File: config.mk
export PLATFORM = sky130hd
export DESIGN_NAME = countdown_ctrl
export DESIGN_NICKNAME = d
export VERILOG_FILES = /design/src/rtl/countdown_ctrl.sv
export SDC_FILE = /design/constraint.sdc
export NUM_CORES = 1
export LEC_CHECK = 0
export CORE_ASPECT_RATIO = 2
export CORE_MARGIN = 3
export CORE_UTILIZATION = 55
export CTS_CLUSTER_DIAMETER = 80
export CTS_CLUSTER_SIZE = 10
export DETAILED_ROUTE_END_ITERATION = 8
export DONT_BUFFER_PORTS = 1
export GPL_TIMING_DRIVEN = 0
export PLACE_DENSITY_LB_ADDON = 0.1
export REMOVE_ABC_BUFFERS = 1
export SETUP_SLACK_MARGIN = 0.3
export SLEW_MARGIN = 20
export SYNTH_ARGS = -nofsm -noshare
export SYNTH_HDL_FRONTEND = slang
export SYNTH_SLANG_ARGS = --single-unit
File: constraint.sdc
create_clock -name clk -period 3.45 [get_ports clk]
set_input_delay 0.69 -clock clk [delete_from_list [all_inputs] [get_ports clk]]
set_output_delay 0.69 -clock clk [all_outputs]
set_load 0.01 [all_outputs]
File: src/rtl/countdown_ctrl.sv
// ============================================================================
// Module   : countdown_ctrl
// Brief    : MM:SS countdown sequencer (IDLE/SET/RUN/PAUSE/DONE) that drives
//            BCD digits and per-digit blink/blank enables for a 4-digit display.
//            Optional macro: LEADING_ZERO_BLANK_EN (blank a zero minute-tens digit).
// Revision : 1.0 - initial release
// ============================================================================
`default_nettype none

module countdown_ctrl #(
    parameter int INIT_MIN = 5,
    parameter int INIT_SEC = 0
) (
    input  logic       clk,
    input  logic       reset,
    input  logic       tick,
    input  logic       blink_tick,
    input  logic       start_stop,
    input  logic       set_mode,
    input  logic       inc,
    output logic [3:0] digit_3,
    output logic [3:0] digit_2,
    output logic [3:0] digit_1,
    output logic [3:0] digit_0,
    output logic       enable_3,
    output logic       enable_2,
    output logic       enable_1,
    output logic       enable_0,
    output logic       running,
    output logic       alarm
);

    typedef enum logic [2:0] {
        S_IDLE  = 3'd0,
        S_SET   = 3'd1,
        S_RUN   = 3'd2,
        S_PAUSE = 3'd3,
        S_DONE  = 3'd4
    } state_t;

    localparam logic       c_SEL_MIN   = 1'b0;
    localparam logic       c_SEL_SEC   = 1'b1;
    localparam logic [3:0] c_MAX_MT    = 4'd9;
    localparam logic [3:0] c_MAX_ST    = 4'd5;
    localparam logic [3:0] c_INIT_MT   = 4'(INIT_MIN / 10);
    localparam logic [3:0] c_INIT_MO   = 4'(INIT_MIN % 10);
    localparam logic [3:0] c_INIT_ST   = 4'(INIT_SEC / 10);
    localparam logic [3:0] c_INIT_SO   = 4'(INIT_SEC % 10);
    localparam logic [15:0] c_INIT_TIME = {c_INIT_MT, c_INIT_MO, c_INIT_ST, c_INIT_SO};

    state_t      r_state;
    logic [15:0] r_time;
    logic [15:0] r_preset;
    logic        r_sel;
    logic        r_blink;

    state_t      w_nxt_state;
    logic [15:0] w_nxt_time;
    logic [15:0] w_nxt_preset;
    logic        w_nxt_sel;
    logic        w_nxt_blink;
    logic [3:0]  w_nxt_en;
    logic        w_time_zero;
    logic [15:0] w_time_dec;

    // Two-digit BCD field increment; ones always wrap at 9, tens at max_tens.
    function automatic logic [7:0] f_field_inc(input logic [7:0] f, input logic [3:0] max_tens);
        logic [7:0] r;
        if (f[3:0] == 4'd9) begin
            if (f[7:4] == max_tens) r = 8'h00;
            else                    r = {f[7:4] + 4'd1, 4'd0};
        end else begin
            r = {f[7:4], f[3:0] + 4'd1};
        end
        return r;
    endfunction

    // One-second BCD decrement across the whole MM:SS value.
    function automatic logic [15:0] f_time_dec(input logic [15:0] t);
        logic [3:0] mt, mo, st, so;
        {mt, mo, st, so} = t;
        if (so != 4'd0) begin
            so = so - 4'd1;
        end else begin
            so = 4'd9;
            if (st != 4'd0) begin
                st = st - 4'd1;
            end else begin
                st = c_MAX_ST;
                if (mo != 4'd0) begin
                    mo = mo - 4'd1;
                end else begin
                    mo = 4'd9;
                    mt = mt - 4'd1;
                end
            end
        end
        return {mt, mo, st, so};
    endfunction

    assign w_time_zero = (r_time == 16'h0000);
    assign w_time_dec  = f_time_dec(r_time);

    always_comb begin
        w_nxt_state  = r_state;
        w_nxt_time   = r_time;
        w_nxt_preset = r_preset;
        w_nxt_sel    = r_sel;
        w_nxt_blink  = r_blink ^ blink_tick;
        case (r_state)
            S_IDLE: begin
                if (set_mode) begin
                    w_nxt_state = S_SET;
                    w_nxt_sel   = c_SEL_MIN;
                    w_nxt_blink = 1'b1;
                end else if (start_stop && !w_time_zero) begin
                    w_nxt_state = S_RUN;
                end
            end
            S_RUN: begin
                if (start_stop) begin
                    w_nxt_state = S_PAUSE;
                end else if (tick) begin
                    w_nxt_time = w_time_dec;
                    if (w_time_dec == 16'h0000) begin
                        w_nxt_state = S_DONE;
                        w_nxt_blink = 1'b1;
                    end
                end
            end
            S_PAUSE: begin
                if (set_mode) begin
                    w_nxt_state = S_SET;
                    w_nxt_sel   = c_SEL_MIN;
                    w_nxt_blink = 1'b1;
                end else if (start_stop) begin
                    w_nxt_state = S_RUN;
                end
            end
            S_SET: begin
                if (set_mode) begin
                    if (r_sel == c_SEL_MIN) begin
                        w_nxt_sel = c_SEL_SEC;
                    end else begin
                        w_nxt_state  = S_IDLE;
                        w_nxt_preset = r_time;
                    end
                end else if (inc) begin
                    w_nxt_blink = 1'b1;
                    if (r_sel == c_SEL_MIN)
                        w_nxt_time[15:8] = f_field_inc(r_time[15:8], c_MAX_MT);
                    else
                        w_nxt_time[7:0]  = f_field_inc(r_time[7:0], c_MAX_ST);
                end
            end
            S_DONE: begin
                if (start_stop || set_mode) begin
                    w_nxt_state = S_IDLE;
                    w_nxt_time  = r_preset;
                end
            end
            default: begin
                w_nxt_state = S_IDLE;
            end
        endcase
    end

    // Enables are derived from next-state values so they register alongside the digits.
    always_comb begin
        w_nxt_en = 4'hF;
        case (w_nxt_state)
            S_SET: begin
                if (w_nxt_sel == c_SEL_MIN) w_nxt_en = {w_nxt_blink, w_nxt_blink, 2'b11};
                else                        w_nxt_en = {2'b11, w_nxt_blink, w_nxt_blink};
            end
            S_DONE: begin
                w_nxt_en = {4{w_nxt_blink}};
            end
            default: begin
`ifdef LEADING_ZERO_BLANK_EN
                if (w_nxt_time[15:12] == 4'd0) w_nxt_en[3] = 1'b0;
`endif
            end
        endcase
    end

    always_ff @(posedge clk) begin
        if (reset) begin
            r_state  <= S_IDLE;
            r_time   <= c_INIT_TIME;
            r_preset <= c_INIT_TIME;
            r_sel    <= c_SEL_MIN;
            r_blink  <= 1'b1;
            {digit_3, digit_2, digit_1, digit_0} <= c_INIT_TIME;
`ifdef LEADING_ZERO_BLANK_EN
            {enable_3, enable_2, enable_1, enable_0} <= {(c_INIT_MT != 4'd0), 3'b111};
`else
            {enable_3, enable_2, enable_1, enable_0} <= 4'hF;
`endif
            running  <= 1'b0;
            alarm    <= 1'b0;
        end else begin
            r_state  <= w_nxt_state;
            r_time   <= w_nxt_time;
            r_preset <= w_nxt_preset;
            r_sel    <= w_nxt_sel;
            r_blink  <= w_nxt_blink;
            {digit_3, digit_2, digit_1, digit_0}     <= w_nxt_time;
            {enable_3, enable_2, enable_1, enable_0} <= w_nxt_en;
            running  <= (w_nxt_state == S_RUN);
            alarm    <= (w_nxt_state == S_DONE);
        end
    end

endmodule

`default_nettype wire

==> flow_summary.ini, run 1 <==
[synthesis]
syn_inst = 398
synth_area_sq_mm = 0.00297
synth_edf_count = 0
synthArstFlopShare_pct = 0
yosys.area.top_type = dfxtp_1
ys_ff_latch = 41
synth_commonest_cells = nand2_1 (56), dfxtp_1 (41), a21oi_1 (40)
ys.warnings.count = 0
yosysTopAreaCellShare_pct = 27.7
synth_cell_types = 69
yosysMostFrequentCell = nand2_1
ys_top_cells_by_area = dfxtp_1 (28%), nand2_1 (7.1%), a21oi_1 (6.7%)
ys.flop_type = dfxtp_1
synth.avg_cell_area_sq_um = 7.46
synth_seq_area_share_pct = 27.7

[cts]
cts_tree = done
clockBufferDepth = 2
root_buffer = clkbuf_8
cts.htree.levels = 2
numCtsBuffers = 5
cts.sinks = 41
cts_hold_buffers = 0
clk-insertion-delay-late_ns = 0.30
cts.reportedPaths.clkPinSlew_ns = 0.08
postCtsSetupRepairBufs = 0

[layout]
fin_nets = 396
num_antenna_cells = 0
fin_area_sq_mm = 0.00301
fillCellCount = 534
area_growth_pct = 1.26
drive_above_1_share_pct = 9.02

[power]
leakage_nw = 1.06
cellPowerDensity_mw_per_mm2 = 371
vdd_drop_max_v = 0.000300

[critical_path]
cp_num_buf_inv = 1
critPathLaunchType = flop
crit_fanout = 10
crit_chain = inv_1 -> ha_1 -> or4b_2 -> o22ai_1 -> a21boi_2 -> nor4_4 -> a31oi_4 -> o31ai_1 -> nand2b_1
r2r_slack_ns = 0.51
worst_setup_path_end_kind = flop
crit_family = simple AND/OR/NAND/NOR gates
cp_slowest_stage_delay_ns = 0.61
critPathKind = reg2reg
arrival_ns = 3.14
slowest_stage = or4b_2
cp.required_ns = 3.65

[routing]
finalWirelength_mm = 8.46
vias_per_cell = 6.60
first_pass_iters = 4
ant_nets = 0
drt-initial-drc-count = 151
drc = 0
routedWlPerCell_um = 19.5
num_vias = 2872

[floorplan]
fp.dieArea_sq_mm = 0.00637
num_rows = 37
die_w_um = 57.9
coreArea_sq_mm = 0.00518
die_h_um = 110
start_util_pct = 57.2
pin_count = 29

[sta]
drv_slew = 0
fin_setup_tns_ns = 0
finClkSkew_ns = 0.00504
setup_viol = 0
hold_violations = 0
relSlewSlack_pct = 29.5
finalCritPeriodShare_pct = 85.2
min_period_ns = 2.94
worstMarginPinSlew_ns = 1.05
grt_setup_unrepaired = false
max_freq_ghz = 0.340

[run]
drv_cap = 0

[placement]
port_buffers = 0
place_area_sq_mm = 0.00291
place_hpwl_mm = 6.04
gp_congestion = 0.948

[worst_hold_path]
hp-class = in2reg

[global_routing]
first_global_vias = 2856
grt_pass1_wl_mm = 13.8
antenna_found_initial = 0
grt_usage_pct = 28.5
grt-ovfl-total = 0
grt_max_degree = 39

[status]
status = complete, no violations
==> kinds of logic (layout without fill, tap and decap cells) <==
group / count (synthesis) / count (layout) / synth area share, %
compound gates: 119 / 119 / 26.8
xor+xnor: 8 / 8 / 2.36
simple gates: 170 / 170 / 29.5
buf+inv: 42 / 21 / 6.37
mux: 5 / 5 / 1.81
fa+ha+maj: 13 / 13 / 5.48
flops: 41 / 41 / 27.7
==> report_power, final <==
group | internal (mW) | switching [mW]
Clock | 0.139 | 0.166
Sequential | 0.492 | 0.0588
Combinational | 0.101 | 0.158
Total | 0.732 | 0.383
==> placed cells by master (no fill, tap or decap), types with 4 or more instances in the layout <==
cell	netlist	routed
nand4_1	6	6
inv_1	12	12
o21ai_0	27	27
ha_1	13	13
a21oi_1	40	40
nor2b_1	8	8
o22ai_1	4	4
xnor2_1	5	5
nand2_1	56	56
and3_1	4	4
a31oi_1	8	8
nand3_1	12	12
dfxtp_1	41	40
nor2_1	37	36
clkbuf_8	0	5
nor3_1	12	12
nand2b_1	9	9
==> per-layer routing <==
layer	track usage, %	vias to the layer above	routed length, um
met4	23.7	0	512
met3	4.82	34	474
met2	48.8	104	4320
met5	0	-	0
met1	29.3	1353	3150
li1	-	1381	-
==> stage by stage <==
step | setup slack (ns) | utilization, % | power (mW) | instances | hold WS [ns]
2_1_floorplan | 0.853 | - | 0.739 | 368 | 0.426
4_1_cts | 0.412 | 57.8 | 1.12 | 435 | 0.432
3_5_place_dp | 0.414 | 56.2 | 0.814 | 427 | 0.442
5_1_grt | 0.305 | 58.0 | 1.18 | 435 | 0.432
3_3_place_gp | -0.00160 | 55.9 | 0.808 | 426 | 0.437
6_report | 0.512 | 58.0 | 1.12 | 435 | 0.443
==> final timing paths <==
check / startpoint / endpoint / depth (start not counted)
setup / recovery: flop / enable_1 / 9
hold / removal: reset / r_preset[2] / 1
setup reg to reg: flop / enable_1 / 9
hold reg to reg: r_preset[2] / r_preset[2] / 2
==> repair_timing <==
action                                  in CTS  in global routing
endpoints found under the hold margin        0                  0
resized for setup                            0                  2
endpoints found under the setup margin       0                  3
==> layout make-up <==
| class | count | area (sq um) | area share, % |
|---|---|---|---|
| multi-input combinational | 315 | 1970 | 65.6 |
| sequential | 41 | 822 | 27.4 |
| tap | 58 | 72.6 | 2.41 |
| clock buffer | 5 | 68.8 | 2.29 |
| inverter | 12 | 45.0 | 1.50 |
| clock inverter | 3 | 17.5 | 0.583 |
| timing repair buffer | 1 | 7.51 | 0.250 |
==> worst reg2reg max path: cells and delay by family (launching register included) <==
family	cells	cell delay, ns
AOI/OAI and AO/OA	4	0.79
adders and majority gates	1	0.27
buffers and inverters	1	0.21
DFF	1	0.59
and+or+nand+nor	3	0.97
Note: power is estimated with default switching activity, not from simulation.
==> run 2, diff against run 1 <==
Settings changed: CAP_MARGIN from default to 10, CTS_BUF_LIST from default to sky130_fd_sc_hd__clkbuf_8 sky130_fd_sc_hd__clkbuf_16.
==> results of run 2 <==
Same layout as run 1: the final DEF is identical, and so are final timing and power.
==> run 3, diff against run 2 <==
Settings changed: CTS_CLUSTER_SIZE 10 to 12.
==> results of run 3 <==
Same layout as run 1: the final DEF is identical, and so are final timing and power.
